**config.mk**
```make
export PLATFORM = sky130hd
export DESIGN_NAME = csa_share_arbiter
export DESIGN_NICKNAME = d
export VERILOG_FILES = /design/src/rtl/csa_share_arbiter.sv
export SDC_FILE = /design/constraint.sdc
export NUM_CORES = 1
export LEC_CHECK = 0
export BUFFER_PORTS_ARGS = -buffer_cell sky130_fd_sc_hd__buf_2
export CAP_MARGIN = 15
export CORE_MARGIN = 10
export CORE_UTILIZATION = 45
export DETAILED_ROUTE_END_ITERATION = 10
export PLACE_DENSITY_LB_ADDON = 0.08
export SLEW_MARGIN = 20
export SYNTH_ARGS = -nofsm -noshare
export SYNTH_HDL_FRONTEND = slang
export SYNTH_SLANG_ARGS = --single-unit
```
**constraint.sdc**
```tcl
create_clock -name clk -period 11.9 [get_ports clk]
set_clock_uncertainty 0.2 [all_clocks]
set_input_delay 1.19 -clock clk [delete_from_list [all_inputs] [get_ports clk]]
set_output_delay 1.19 -clock clk [all_outputs]
set_load 0.02 [all_outputs]
```
**src/rtl/csa_share_arbiter.sv**
```systemverilog
// Two-requester round-robin front end sharing one 32-bit carry-select adder.
// Operands are registered on accept, added for one cycle, and returned via a tagged response handshake.
module csa_share_arbiter #(
    parameter bit          FIRST_PRIO = 1'b0,
    parameter int unsigned CNT_W      = 16
) (
    input  logic             clk,
    input  logic             rst,
    input  logic             req0_valid,
    output logic             req0_ready,
    input  logic [31:0]      req0_a,
    input  logic [31:0]      req0_b,
    input  logic             req0_sub,
    input  logic             req1_valid,
    output logic             req1_ready,
    input  logic [31:0]      req1_a,
    input  logic [31:0]      req1_b,
    input  logic             req1_sub,
    output logic             resp_valid,
    input  logic             resp_ready,
    output logic             resp_id,
    output logic [31:0]      resp_sum,
    output logic             resp_cout,
    output logic             resp_of,
    output logic             busy,
    output logic [CNT_W-1:0] op_count
);

    typedef enum logic [1:0] {IDLE, CALC, RESP} state_t;

    state_t      state, state_nx;
    logic        last;
    logic [31:0] op_a, op_b;
    logic        op_sub, op_id;
    logic        gnt0, gnt1;

    // Round-robin grant: on contention the requester that did not win last time goes first.
    always_comb begin
        gnt0 = 1'b0;
        gnt1 = 1'b0;
        if (state == IDLE) begin
            gnt0 = req0_valid & (~req1_valid | last);
            gnt1 = req1_valid & (~req0_valid | ~last);
        end
    end

    assign req0_ready = gnt0;
    assign req1_ready = gnt1;
    assign resp_valid = (state == RESP);
    assign busy       = (state != IDLE);

    always_comb begin
        state_nx = state;
        case (state)
            IDLE: if (gnt0 | gnt1) state_nx = CALC;
            CALC: state_nx = RESP;
            RESP: if (resp_ready) state_nx = IDLE;
            default: state_nx = IDLE;
        endcase
    end

    // Carry-select adder: ripple low half, both high-half candidates, select on low carry.
    logic [31:0] add_b;
    logic [16:0] c_lo;
    logic [16:0] c_h0, c_h1;
    logic [15:0] s_lo, s_h0, s_h1;
    logic [31:0] add_sum;
    logic        add_cout, add_of;

    always_comb begin
        add_b   = op_b ^ {32{op_sub}};
        c_lo    = '0;
        c_h0    = '0;
        c_h1    = '0;
        s_lo    = '0;
        s_h0    = '0;
        s_h1    = '0;
        c_lo[0] = op_sub;
        c_h0[0] = 1'b0;
        c_h1[0] = 1'b1;
        for (int unsigned i = 0; i < 16; i++) begin
            s_lo[i]   = op_a[i] ^ add_b[i] ^ c_lo[i];
            c_lo[i+1] = (op_a[i] & add_b[i]) | (c_lo[i] & (op_a[i] ^ add_b[i]));
            s_h0[i]   = op_a[16+i] ^ add_b[16+i] ^ c_h0[i];
            c_h0[i+1] = (op_a[16+i] & add_b[16+i]) | (c_h0[i] & (op_a[16+i] ^ add_b[16+i]));
            s_h1[i]   = op_a[16+i] ^ add_b[16+i] ^ c_h1[i];
            c_h1[i+1] = (op_a[16+i] & add_b[16+i]) | (c_h1[i] & (op_a[16+i] ^ add_b[16+i]));
        end
        if (c_lo[16]) begin
            add_sum  = {s_h1, s_lo};
            add_cout = c_h1[16];
            add_of   = c_h1[16] ^ c_h1[15];
        end else begin
            add_sum  = {s_h0, s_lo};
            add_cout = c_h0[16];
            add_of   = c_h0[16] ^ c_h0[15];
        end
    end

    always_ff @(posedge clk) begin
        if (rst) begin
            state     <= IDLE;
            last      <= ~FIRST_PRIO;
            op_a      <= '0;
            op_b      <= '0;
            op_sub    <= 1'b0;
            op_id     <= 1'b0;
            resp_id   <= 1'b0;
            resp_sum  <= '0;
            resp_cout <= 1'b0;
            resp_of   <= 1'b0;
            op_count  <= '0;
        end else begin
            state <= state_nx;
            if (gnt0) begin
                op_a   <= req0_a;
                op_b   <= req0_b;
                op_sub <= req0_sub;
                op_id  <= 1'b0;
                last   <= 1'b0;
            end else if (gnt1) begin
                op_a   <= req1_a;
                op_b   <= req1_b;
                op_sub <= req1_sub;
                op_id  <= 1'b1;
                last   <= 1'b1;
            end
            if (state == CALC) begin
                resp_id   <= op_id;
                resp_sum  <= add_sum;
                resp_cout <= add_cout;
                resp_of   <= add_of;
            end
            if (state == RESP && resp_ready) begin
                op_count <= op_count + 1'b1;
            end
        end
    end

endmodule
```
==> report_table.html, run 1 <==
<table>
<tr><th>Metric</th><th>Value</th></tr>
<tr><th colspan="2">Global route</th></tr>
<tr><td>First-pass GRT wire length</td><td>26700 um</td></tr>
<tr><td>Via count of the first global-routing pass</td><td>5348</td></tr>
<tr><td>GRT overflow</td><td>0</td></tr>
<tr><td>Busiest grt layer</td><td>met2</td></tr>
<tr><td>Global-route track usage on met1</td><td>0.216</td></tr>
<tr><td>Met2 demand-to-capacity share in global routing</td><td>0.287</td></tr>
<tr><td>Antenna violations before repair</td><td>0</td></tr>
<tr><td>Met3 track utilization from global routing</td><td>0.0638</td></tr>
<tr><td>Total routing resource utilization after global routing</td><td>0.178</td></tr>
<tr><td>Maximum number of pins on one net before global-route repair</td><td>118</td></tr>
<tr><th colspan="2">Placed design</th></tr>
<tr><td>Half-perimeter wire length of the detailed placement result</td><td>12500 um</td></tr>
<tr><td>Cell count after placement</td><td>992</td></tr>
<tr><td>Quantity of I/O buffers inserted on ports</td><td>189</td></tr>
<tr><td>Final GP Congestion</td><td>0.844</td></tr>
<tr><th colspan="2">Min path</th></tr>
<tr><td>Worst hold path depth</td><td>2</td></tr>
<tr><td>Class of the tightest hold or removal check</td><td>reg2reg</td></tr>
<tr><td>Worst Hold Launch</td><td>resp_sum[25]$_SDFFE_PP0N_</td></tr>
<tr><td>Worst-case hold path end point</td><td>resp_sum[25]$_SDFFE_PP0N_</td></tr>
<tr><th colspan="2">Synthesis</th></tr>
<tr><td>Seq/Total Area, Yosys</td><td>0.389</td></tr>
<tr><td>Register bit total from synthesis</td><td>120</td></tr>
<tr><td>Post-synthesis net count</td><td>839</td></tr>
<tr><td>Largest area contributor in the netlist</td><td>sky130_fd_sc_hd__dfxtp_1</td></tr>
<tr><td>Leading register cell type out of synthesis</td><td>sky130_fd_sc_hd__dfxtp_1</td></tr>
<tr><td>Cell types with the largest area share after synthesis</td><td>sky130_fd_sc_hd__dfxtp_1 39%, sky130_fd_sc_hd__mux2i_1 11%, sky130_fd_sc_hd__a211oi_1 10%, sky130_fd_sc_hd__nor2_1 6.8%, sky130_fd_sc_hd__xor2_1 5.3%</td></tr>
<tr><td>Post-Synthesis Cells</td><td>671</td></tr>
<tr><td>Number of enable-type register cells in the synthesized netlist</td><td>0</td></tr>
<tr><td>Ranking of synthesized cells by instance count</td><td>120 x sky130_fd_sc_hd__dfxtp_1, 111 x sky130_fd_sc_hd__nor2_1, 82 x sky130_fd_sc_hd__a211oi_1, 68 x sky130_fd_sc_hd__mux2i_1, 43 x sky130_fd_sc_hd__nand2_1</td></tr>
<tr><td>Number of warnings printed during yosys synthesis</td><td>0</td></tr>
<tr><td>Count of cell types in the netlist</td><td>41</td></tr>
<tr><td>Area of the mapped netlist</td><td>6170 um^2</td></tr>
<tr><td>Share of flip-flops with an asynchronous set or reset after synthesis</td><td>0</td></tr>
<tr><td>Leading cell type by number of instances after synthesis</td><td>sky130_fd_sc_hd__dfxtp_1</td></tr>
<tr><td>Share of Yosys cell area claimed by the top area cell type</td><td>0.389</td></tr>
<tr><td>Post-Syn Area per Cell</td><td>9.20 um^2</td></tr>
<tr><th colspan="2">Drt</th></tr>
<tr><td>Average via count per standard cell</td><td>5.10</td></tr>
<tr><td>Count of antenna-violating nets left after detailed routing</td><td>0</td></tr>
<tr><td>Wire length reported by the detailed router</td><td>16700 um</td></tr>
<tr><td>Via Count</td><td>5227</td></tr>
<tr><td>Detail-routed net length per standard cell</td><td>16.3 um</td></tr>
<tr><td>Drt pass-1 iters</td><td>4</td></tr>
<tr><td>Initial DRC count</td><td>157</td></tr>
<tr><td>Count of unresolved DRC violations after routing</td><td>0</td></tr>
<tr><th colspan="2">Critical path</th></tr>
<tr><td>Worst reg2reg path startpoint</td><td>op_sub$_SDFFE_PP0P_</td></tr>
<tr><td>Worst reg-to-reg setup slack</td><td>3980 ps</td></tr>
<tr><td>Type of element launching the critical path</td><td>register</td></tr>
<tr><td>Kind of critical path</td><td>reg2reg</td></tr>
<tr><td>CP Max Fanout</td><td>28</td></tr>
<tr><td>Arrival time of the worst setup path</td><td>8050 ps</td></tr>
<tr><td>Crit end category</td><td>register</td></tr>
<tr><td>Depth of the most critical reg-to-reg path</td><td>27</td></tr>
<tr><td>End of the worst register-to-register path</td><td>resp_of$_SDFFE_PP0N_</td></tr>
<tr><td>Required arrival time at the worst endpoint</td><td>12040 ps</td></tr>
<tr><th colspan="2">Power</th></tr>
<tr><td>Total power</td><td>1.37 mW</td></tr>
<tr><td>Ratio of total power to cell area</td><td>175 nW/um^2</td></tr>
<tr><td>Peak VDD IR</td><td>0.0000942 V</td></tr>
<tr><td>Pleak</td><td>3.48 nW</td></tr>
<tr><th colspan="2">Finish</th></tr>
<tr><td>Area growth syn-to-layout</td><td>26.7%</td></tr>
<tr><td>Fraction of final layout cells with drive strength greater than 1</td><td>0.277</td></tr>
<tr><td>Footprint of the flip-flops and latches</td><td>2400 um^2</td></tr>
<tr><td>Nets</td><td>1003</td></tr>
<tr><td>Final antenna diode count</td><td>0</td></tr>
<tr><td>Area of the multi-input gates</td><td>3520 um^2</td></tr>
<tr><td>Utilization after layout</td><td>0.586</td></tr>
<tr><td>Final std cells w/o fill</td><td>1024</td></tr>
<tr><td>Fillers</td><td>1212</td></tr>
<tr><th colspan="2">STA</th></tr>
<tr><td>Final period utilization</td><td>0.665</td></tr>
<tr><td>Count of final hold-check violations</td><td>0</td></tr>
<tr><td>Minimum clock period</td><td>7920 ps</td></tr>
<tr><td>Final count of negative-setup-slack endpoints</td><td>0</td></tr>
<tr><td>Rel. slew slack</td><td>0.233</td></tr>
<tr><td>Timing-limited maximum frequency</td><td>126 MHz</td></tr>
<tr><td>Sum Neg Setup Slack</td><td>0 ps</td></tr>
<tr><td>Final Max Slew Viols</td><td>0</td></tr>
<tr><td>Worst hold margin</td><td>246 ps</td></tr>
<tr><td>Setup repair after global routing missed its margin</td><td>false</td></tr>
<tr><td>Pin slew with the least headroom to its limit</td><td>1150 ps</td></tr>
<tr><th colspan="2">Clock tree</th></tr>
<tr><td>Sink count of the clock tree</td><td>120</td></tr>
<tr><td>CTS tree</td><td>yes</td></tr>
<tr><td>Number of buffers inserted by post-CTS setup repair</td><td>0</td></tr>
<tr><td>Clock buffer count from CTS</td><td>17</td></tr>
<tr><td>Resized cells post-CTS</td><td>0</td></tr>
<tr><td>Skew-Pair Late Insertion Delay</td><td>410 ps</td></tr>
<tr><td>H-tree lvl count</td><td>4</td></tr>
<tr><td>Hold buffer count at cts</td><td>0</td></tr>
<tr><td>Root buf cell</td><td>sky130_fd_sc_hd__clkbuf_16</td></tr>
<tr><td>Reg clk slew, reported paths</td><td>50 ps</td></tr>
<tr><td>CTS max path bufs</td><td>2</td></tr>
<tr><th colspan="2">Die</th></tr>
<tr><td>Total die area</td><td>18800 um^2</td></tr>
<tr><td>Number of top-level design ports</td><td>190</td></tr>
<tr><td>Die width</td><td>137 um</td></tr>
<tr><td>Die outline height</td><td>137 um</td></tr>
<tr><td>Row Count</td><td>42</td></tr>
<tr><td>Core area</td><td>13300 um^2</td></tr>
<tr><td>Effective utilization at floorplan</td><td>0.462</td></tr>
<tr><th colspan="2">Job</th></tr>
<tr><td>Max_cap viols</td><td>0</td></tr>
<tr><th colspan="2">Run status</th></tr>
<tr><td>Result of the run</td><td>finished, final reports clean</td></tr>
</table>
## per-layer routing
layer,up-vias,routed length (um)
met5,-,0
met2,146,7800
met4,0,231
li1,2647,-
met3,19,1350
met1,2415,7310
## stage by stage
stage	cell area [um^2]	setup slack, ps
finish	7820	3980
global route	7820	3590
CTS	7820	3940
detailed placement	7210	3950
global placement	7210	4090
floorplan	6170	3820
## registers in the layout, summed over array words and instances (netlist names)
| name | count |
|---|---|
| op_a | 32 |
| op_b | 32 |
| resp_sum | 32 |
| op_count | 16 |
| state | 2 |
| last | 1 |
| op_id | 1 |
| op_sub | 1 |
| resp_cout | 1 |
| resp_id | 1 |
| resp_of | 1 |
## critical path: stages (launching register included)
cell                       delay [ps]
sky130_fd_sc_hd__dfxtp_2          400
sky130_fd_sc_hd__buf_4            430
sky130_fd_sc_hd__xnor2_1          170
sky130_fd_sc_hd__fa_1             430
sky130_fd_sc_hd__fa_1             360
sky130_fd_sc_hd__inv_1             80
sky130_fd_sc_hd__fa_1             180
sky130_fd_sc_hd__fa_1             160
sky130_fd_sc_hd__inv_1             50
sky130_fd_sc_hd__fa_1             370
sky130_fd_sc_hd__fa_1             390
sky130_fd_sc_hd__fa_1             390
sky130_fd_sc_hd__fa_1             390
sky130_fd_sc_hd__fa_1             400
sky130_fd_sc_hd__fa_1             400
sky130_fd_sc_hd__fa_1             390
sky130_fd_sc_hd__fa_1             380
sky130_fd_sc_hd__inv_1             80
sky130_fd_sc_hd__fa_1             150
sky130_fd_sc_hd__inv_1             50
sky130_fd_sc_hd__fa_1             410
sky130_fd_sc_hd__nand2b_4         170
sky130_fd_sc_hd__a31o_4           260
sky130_fd_sc_hd__a31o_4           270
sky130_fd_sc_hd__a21oi_2          260
sky130_fd_sc_hd__nand2_1          120
sky130_fd_sc_hd__or3_1            360
sky130_fd_sc_hd__a31oi_1          130
## power by group
part	total [mW]	switching, mW	internal, mW	leakage (nW)
Sequential	0.485	0.0344	0.450	0.988
Combinational	0.362	0.204	0.158	2.19
Clock	0.523	0.174	0.349	0.306
## layout by cell type, fill, tap and decap left out, types with 2 or more instances in the layout
cell and count:
sky130_fd_sc_hd__bufinv_16 3, sky130_fd_sc_hd__a21oi_2 2, sky130_fd_sc_hd__clkbuf_1 2, sky130_fd_sc_hd__nand3_1 6
sky130_fd_sc_hd__nor3_1 3, sky130_fd_sc_hd__ha_1 18, sky130_fd_sc_hd__a31o_4 2, sky130_fd_sc_hd__fa_1 15
sky130_fd_sc_hd__mux2i_1 68, sky130_fd_sc_hd__clkinv_2 6, sky130_fd_sc_hd__inv_1 21, sky130_fd_sc_hd__buf_2 188
sky130_fd_sc_hd__nand2_1 43, sky130_fd_sc_hd__dfxtp_1 119, sky130_fd_sc_hd__a21o_1 3, sky130_fd_sc_hd__nor2_1 111
sky130_fd_sc_hd__and4_1 3, sky130_fd_sc_hd__buf_4 5, sky130_fd_sc_hd__xnor2_1 25, sky130_fd_sc_hd__nand2b_1 7
sky130_fd_sc_hd__and3_1 4, sky130_fd_sc_hd__o21ai_0 7, sky130_fd_sc_hd__xor2_1 37, sky130_fd_sc_hd__nand4_1 3
sky130_fd_sc_hd__clkbuf_8 4, sky130_fd_sc_hd__a211oi_1 82, sky130_fd_sc_hd__a21oi_1 20, sky130_fd_sc_hd__clkbuf_16 17
sky130_fd_sc_hd__o21bai_1 2, sky130_fd_sc_hd__a31oi_1 3
## final cells by class
class,instances,area share
Timing Repair Buffer,194,0.127
Inverter,21,0.0101
Clock buffer,23,0.0624
Tap cell,176,0.0282
Multi-Input combinational cell,481,0.450
Sequential cell,120,0.307
Clock inverter,9,0.0154
## kinds of logic (layout without fill, tap and decap cells)
| kind of cell | Yosys count | after routing | share of synthesized area |
|---|---|---|---|
| adders and majority gates | 33 | 33 | 0.0851 |
| buffers and inverters | 70 | 247 | 0.0450 |
| muxes | 69 | 69 | 0.112 |
| AOI/OAI and AO/OA | 129 | 129 | 0.151 |
| xor gates and xnor gates | 62 | 62 | 0.0880 |
| and+or+nand+nor | 188 | 188 | 0.129 |
| DFF | 120 | 120 | 0.389 |
## worst max path at each step
| stage | startpoint | to | slack [ps] |
|---|---|---|---|
| final | op_sub$_SDFFE_PP0P_ | resp_of$_SDFFE_PP0N_ | 3980 |
| after global placement | op_sub$_SDFFE_PP0P_ | resp_cout$_SDFFE_PP0N_ | 4090 |
| after global routing | op_sub$_SDFFE_PP0P_ | resp_sum[30]$_SDFFE_PP0N_ | 3590 |
| after detailed placement | op_sub$_SDFFE_PP0P_ | resp_cout$_SDFFE_PP0N_ | 3950 |
| after floorplan | op_sub$_SDFFE_PP0P_ | resp_sum[27]$_SDFFE_PP0N_ | 3820 |
| after CTS | op_sub$_SDFFE_PP0P_ | resp_cout$_SDFFE_PP0N_ | 3940 |
(Power assumes the default switching activity.)
==> run 2, diff against run 1 <==
- ABC_AREA: unset -> 1
- clock period: 11.9 -> 7.52 ns (I/O delays scaled with it)
==> report_table.html, run 2 <==
<table>
<tr><th>Metric</th><th>Value</th></tr>
<tr><th colspan="2">Synthesis</th></tr>
<tr><td>Area of the mapped netlist</td><td>6400 um^2 (was 6170 um^2)</td></tr>
<tr><td>Post-synthesis net count</td><td>1023 (was 839)</td></tr>
<tr><td>Number of enable-type register cells in the synthesized netlist</td><td>0 (unchanged)</td></tr>
<tr><td>XOR/XNOR Fraction of Synth Area</td><td>0.0465 (was 0.0880)</td></tr>
<tr><td>Largest area contributor in the netlist</td><td>sky130_fd_sc_hd__dfxtp_1 (unchanged)</td></tr>
<tr><td>Number of warnings printed during yosys synthesis</td><td>0 (unchanged)</td></tr>
<tr><td>Leading cell type by number of instances after synthesis</td><td>sky130_fd_sc_hd__nand2_1 (was sky130_fd_sc_hd__dfxtp_1)</td></tr>
<tr><td>Area fraction in compound gates after synthesis</td><td>0.264 (was 0.151)</td></tr>
<tr><td>Simple-gate share of the synthesized area</td><td>0.154 (was 0.129)</td></tr>
<tr><td>Ranking of synthesized cells by instance count</td><td>165 x sky130_fd_sc_hd__nand2_1, 120 x sky130_fd_sc_hd__dfxtp_1, 111 x sky130_fd_sc_hd__o21ai_0, 97 x sky130_fd_sc_hd__a21oi_1, 74 x sky130_fd_sc_hd__inv_1 (was 120 x sky130_fd_sc_hd__dfxtp_1, 111 x sky130_fd_sc_hd__nor2_1, 82 x sky130_fd_sc_hd__a211oi_1, 68 x sky130_fd_sc_hd__mux2i_1, 43 x sky130_fd_sc_hd__nand2_1)</td></tr>
<tr><td>Cell types with the largest area share after synthesis</td><td>sky130_fd_sc_hd__dfxtp_1 38%, sky130_fd_sc_hd__nand2_1 9.7%, sky130_fd_sc_hd__o21ai_0 8.7%, sky130_fd_sc_hd__o21a_1 7.9%, sky130_fd_sc_hd__a21oi_1 7.6% (was sky130_fd_sc_hd__dfxtp_1 39%, sky130_fd_sc_hd__mux2i_1 11%, sky130_fd_sc_hd__a211oi_1 10%, sky130_fd_sc_hd__nor2_1 6.8%, sky130_fd_sc_hd__xor2_1 5.3%)</td></tr>
<tr><td>Register bit total from synthesis</td><td>120 (unchanged)</td></tr>
<tr><td>Seq/Total Area, Yosys</td><td>0.375 (was 0.389)</td></tr>
<tr><td>Leading register cell type out of synthesis</td><td>sky130_fd_sc_hd__dfxtp_1 (unchanged)</td></tr>
<tr><td>Dominant combinational cell family by area after synthesis</td><td>compound AO/OA/AOI/OAI gates (unchanged)</td></tr>
<tr><td>Synth Area in Adders</td><td>0.0821 (was 0.0851)</td></tr>
<tr><td>Share of Yosys cell area claimed by the top area cell type</td><td>0.375 (was 0.389)</td></tr>
<tr><td>Post-Syn Area per Cell</td><td>7.49 um^2 (was 9.20 um^2)</td></tr>
<tr><td>Count of cell types in the netlist</td><td>28 (was 41)</td></tr>
<tr><td>Share of flip-flops with an asynchronous set or reset after synthesis</td><td>0 (unchanged)</td></tr>
<tr><td>Post-Synthesis Cells</td><td>855 (was 671)</td></tr>
<tr><td>Mux cell area share after synthesis</td><td>0 (was 0.112)</td></tr>
<tr><th colspan="2">Finish</th></tr>
<tr><td>Final antenna diode count</td><td>0 (unchanged)</td></tr>
<tr><td>Fraction of final layout cells with drive strength greater than 1</td><td>0.238 (was 0.277)</td></tr>
<tr><td>Fillers</td><td>1341 (was 1212)</td></tr>
<tr><td>Commonest non-fill, non-tap cells in the layout</td><td>189 x sky130_fd_sc_hd__buf_2, 163 x sky130_fd_sc_hd__nand2_1, 119 x sky130_fd_sc_hd__dfxtp_1 (was 188 x sky130_fd_sc_hd__buf_2, 119 x sky130_fd_sc_hd__dfxtp_1, 111 x sky130_fd_sc_hd__nor2_1)</td></tr>
<tr><td>Commonest non-fill, non-tap cell in the layout</td><td>sky130_fd_sc_hd__buf_2 (unchanged)</td></tr>
<tr><td>Final std cells w/o fill</td><td>1215 (was 1024)</td></tr>
<tr><td>Largest registers in the final layout</td><td>op_a x32, op_b x32, resp_sum x32 (unchanged)</td></tr>
<tr><td>Nets</td><td>1190 (was 1003)</td></tr>
<tr><td>Area growth syn-to-layout</td><td>26.2% (was 26.7%)</td></tr>
<tr><th colspan="2">Drt</th></tr>
<tr><td>Via Count</td><td>6049 (was 5227)</td></tr>
<tr><td>Drt pass-1 iters</td><td>4 (unchanged)</td></tr>
<tr><td>Detail-routed net length per standard cell</td><td>14.7 um (was 16.3 um)</td></tr>
<tr><td>Wire length reported by the detailed router</td><td>17800 um (was 16700 um)</td></tr>
<tr><td>Initial DRC count</td><td>329 (was 157)</td></tr>
<tr><td>Count of antenna-violating nets left after detailed routing</td><td>0 (unchanged)</td></tr>
<tr><td>Count of unresolved DRC violations after routing</td><td>0 (unchanged)</td></tr>
<tr><td>Average via count per standard cell</td><td>4.98 (was 5.10)</td></tr>
<tr><th colspan="2">Die</th></tr>
<tr><td>Die width</td><td>139 um (was 137 um)</td></tr>
<tr><td>Core area</td><td>13900 um^2 (was 13300 um^2)</td></tr>
<tr><td>Number of top-level design ports</td><td>190 (unchanged)</td></tr>
<tr><td>Die outline height</td><td>139 um (was 137 um)</td></tr>
<tr><td>Row Count</td><td>43 (was 42)</td></tr>
<tr><td>Total die area</td><td>19400 um^2 (was 18800 um^2)</td></tr>
<tr><td>Effective utilization at floorplan</td><td>0.459 (was 0.462)</td></tr>
<tr><th colspan="2">Run status</th></tr>
<tr><td>Result of the run</td><td>finished, final reports clean (unchanged)</td></tr>
<tr><th colspan="2">STA</th></tr>
<tr><td>Final Max Slew Viols</td><td>0 (unchanged)</td></tr>
<tr><td>Final critical-path setup slack</td><td>415 ps (was 3980 ps)</td></tr>
<tr><td>Pin slew with the least headroom to its limit</td><td>938 ps (was 1150 ps)</td></tr>
<tr><td>Timing-limited maximum frequency</td><td>141 MHz (was 126 MHz)</td></tr>
<tr><td>Count of final hold-check violations</td><td>0 (unchanged)</td></tr>
<tr><td>Final period utilization</td><td>0.945 (was 0.665)</td></tr>
<tr><td>Final count of negative-setup-slack endpoints</td><td>0 (unchanged)</td></tr>
<tr><td>Rel. slew slack</td><td>0.375 (was 0.233)</td></tr>
<tr><td>Minimum clock period</td><td>7100 ps (was 7920 ps)</td></tr>
<tr><td>Sum Neg Setup Slack</td><td>0 ps (unchanged)</td></tr>
<tr><td>Setup repair after global routing missed its margin</td><td>false (unchanged)</td></tr>
<tr><th colspan="2">Critical path</th></tr>
<tr><td>Critical path origin</td><td>op_b[0]$_SDFFE_PP0P_ (was op_sub$_SDFFE_PP0P_)</td></tr>
<tr><td>Arrival time of the worst setup path</td><td>7210 ps (was 8050 ps)</td></tr>
<tr><td>Required arrival time at the worst endpoint</td><td>7630 ps (was 12040 ps)</td></tr>
<tr><td>Worst path max stage delay</td><td>470 ps (was 430 ps)</td></tr>
<tr><td>Buffers plus inverters on the worst setup path</td><td>7 (was 5)</td></tr>
<tr><td>Depth of the most critical reg-to-reg path</td><td>28 (was 27)</td></tr>
<tr><td>Kind of critical path</td><td>reg2reg (unchanged)</td></tr>
<tr><td>End of the worst register-to-register path</td><td>resp_sum[23]$_SDFFE_PP0N_ (was resp_of$_SDFFE_PP0N_)</td></tr>
<tr><td>Critical path endpoint</td><td>resp_sum[23]$_SDFFE_PP0N_ (was resp_of$_SDFFE_PP0N_)</td></tr>
<tr><td>CP Max Fanout</td><td>9 (was 28)</td></tr>
<tr><td>Worst reg2reg path startpoint</td><td>op_b[0]$_SDFFE_PP0P_ (was op_sub$_SDFFE_PP0P_)</td></tr>
<tr><td>Most common cell on crit path</td><td>sky130_fd_sc_hd__fa_1 (unchanged)</td></tr>
<tr><td>Worst reg-to-reg setup slack</td><td>420 ps (was 3980 ps)</td></tr>
<tr><td>Type of element launching the critical path</td><td>register (unchanged)</td></tr>
<tr><td>Gate family responsible for the most delay along the worst path</td><td>adder cells (unchanged)</td></tr>
<tr><td>Crit end category</td><td>register (unchanged)</td></tr>
<tr><td>Master of the slowest instance on the critical path</td><td>sky130_fd_sc_hd__fa_2 (was sky130_fd_sc_hd__buf_4)</td></tr>
<tr><td>Number of stages on the worst setup path</td><td>28 (was 27)</td></tr>
<tr><th colspan="2">Clock tree</th></tr>
<tr><td>Root buf cell</td><td>sky130_fd_sc_hd__clkbuf_16 (unchanged)</td></tr>
<tr><td>Reg clk slew, reported paths</td><td>50 ps (about the same)</td></tr>
<tr><td>CTS max path bufs</td><td>2 (unchanged)</td></tr>
<tr><td>Skew-Pair Late Insertion Delay</td><td>410 ps (about the same)</td></tr>
<tr><td>CTS tree</td><td>yes (unchanged)</td></tr>
<tr><td>H-tree lvl count</td><td>4 (unchanged)</td></tr>
<tr><td>Sink count of the clock tree</td><td>120 (unchanged)</td></tr>
<tr><td>Hold buffer count at cts</td><td>0 (unchanged)</td></tr>
<tr><td>Clock buffer count from CTS</td><td>17 (unchanged)</td></tr>
<tr><td>Number of buffers inserted by post-CTS setup repair</td><td>0 (unchanged)</td></tr>
<tr><th colspan="2">Power</th></tr>
<tr><td>Ratio of total power to cell area</td><td>287 nW/um^2 (was 175 nW/um^2)</td></tr>
<tr><td>Peak VDD IR</td><td>0.000164 V (was 0.0000942 V)</td></tr>
<tr><td>Total power</td><td>2.32 mW (was 1.37 mW)</td></tr>
<tr><td>Pleak</td><td>3.72 nW (was 3.48 nW)</td></tr>
<tr><th colspan="2">Global route</th></tr>
<tr><td>Antenna violations before repair</td><td>0 (unchanged)</td></tr>
<tr><td>First-pass GRT wire length</td><td>28900 um (was 26700 um)</td></tr>
<tr><td>Total routing resource utilization after global routing</td><td>0.178 (about the same)</td></tr>
<tr><td>GRT overflow</td><td>0 (unchanged)</td></tr>
<tr><td>Maximum number of pins on one net before global-route repair</td><td>77 (was 118)</td></tr>
<tr><td>Via count of the first global-routing pass</td><td>5865 (was 5348)</td></tr>
<tr><th colspan="2">Placed design</th></tr>
<tr><td>Worst-case setup slack after placement</td><td>135 ps (was 3950 ps)</td></tr>
<tr><td>Half-perimeter wire length of the detailed placement result</td><td>12400 um (was 12500 um)</td></tr>
<tr><td>Quantity of I/O buffers inserted on ports</td><td>189 (unchanged)</td></tr>
<tr><td>Final GP Congestion</td><td>0.798 (was 0.844)</td></tr>
<tr><td>Cell count after placement</td><td>1180 (was 992)</td></tr>
<tr><th colspan="2">Job</th></tr>
<tr><td>Max_cap viols</td><td>0 (unchanged)</td></tr>
<tr><th colspan="2">Min path</th></tr>
<tr><td>Class of the tightest hold or removal check</td><td>reg2reg (unchanged)</td></tr>
</table>
## run 2: through the flow
step                      cell area [um^2]  utilization  hold WS [ps]
after floorplan                       6400            -           230
after global placement                7440        0.534           244
after detailed placement              7440        0.534           252
after CTS                             8050        0.578           260
after global routing                  8080        0.580           290
final                                 8080        0.580           258
## run 2: worst reg2reg max path, delay by kind of cell (launching register included)
family / cells / cell delay (ps)
AOI/OAI and AO/OA: 3 / 410
adders and majority gates: 15 / 5220
buffers and inverters: 7 / 630
DFF: 1 / 310
and+or+nand+nor: 3 / 220
## run 2: layer usage
layer	global-route usage	vias to the layer above	share of wire
li1	-	3182	-
met1	0.211	2711	0.45
met2	0.293	137	0.47
met3	0.0657	19	0.066
met4	0.0511	0	0.012
met5	0	-	0
## run 2: layout make-up
class | instances | area [um^2] | share of cell area
multi-input cells | 605 | 3520 | 0.435
flip-flops and latches | 120 | 2400 | 0.298
repair buffers | 197 | 1010 | 0.125
clock buffers | 24 | 492 | 0.0609
inverters | 78 | 298 | 0.0369
well taps | 180 | 225 | 0.0279
clock inverters | 8 | 118 | 0.0146
repair inverters | 3 | 20.0 | 0.00248
## run 2: worst min path at each step
stage                    startpoint              endpoint  slack, ps  cells after the start
2_1_floorplan    op_id$_SDFFE_PP0P_  resp_id$_SDFFE_PP0N_        230                      2
3_3_place_gp     op_id$_SDFFE_PP0P_  resp_id$_SDFFE_PP0N_        240                      2
3_5_place_dp     op_id$_SDFFE_PP0P_  resp_id$_SDFFE_PP0N_        250                      2
4_1_cts          op_id$_SDFFE_PP0P_  resp_id$_SDFFE_PP0N_        260                      2
5_1_grt        op_a[1]$_SDFFE_PP0P_  op_a[1]$_SDFFE_PP0P_        290                      2
6_report         op_id$_SDFFE_PP0P_  resp_id$_SDFFE_PP0N_        260                      2
## run 2: report_power, final
| group | leakage [nW] | switching [mW] | total (mW) | internal [mW] |
|---|---|---|---|---|
| registers | 0.987 | 0.0495 | 0.774 | 0.724 |
| clock network | 0.300 | 0.279 | 0.832 | 0.554 |
| logic | 2.43 | 0.434 | 0.710 | 0.276 |
| total | 3.72 | 0.762 | 2.32 | 1.55 |
## run 2: kinds of logic (layout without fill, tap and decap cells)
group                      count (synthesis)  after routing
AOI/OAI and AO/OA                        294            294
and+or+nand+nor                          244            244
buffers and inverters                    130            310
DFF                                      120            120
xor gates and xnor gates                  34             34
adders and majority gates                 33             33
## run 2: timing repair
| item | in CTS | in global routing |
|---|---|---|
| setup endpoints to repair | 0 | 16 |
| hold endpoints to repair | 0 | 0 |
| gates resized for setup | 0 | 4 |
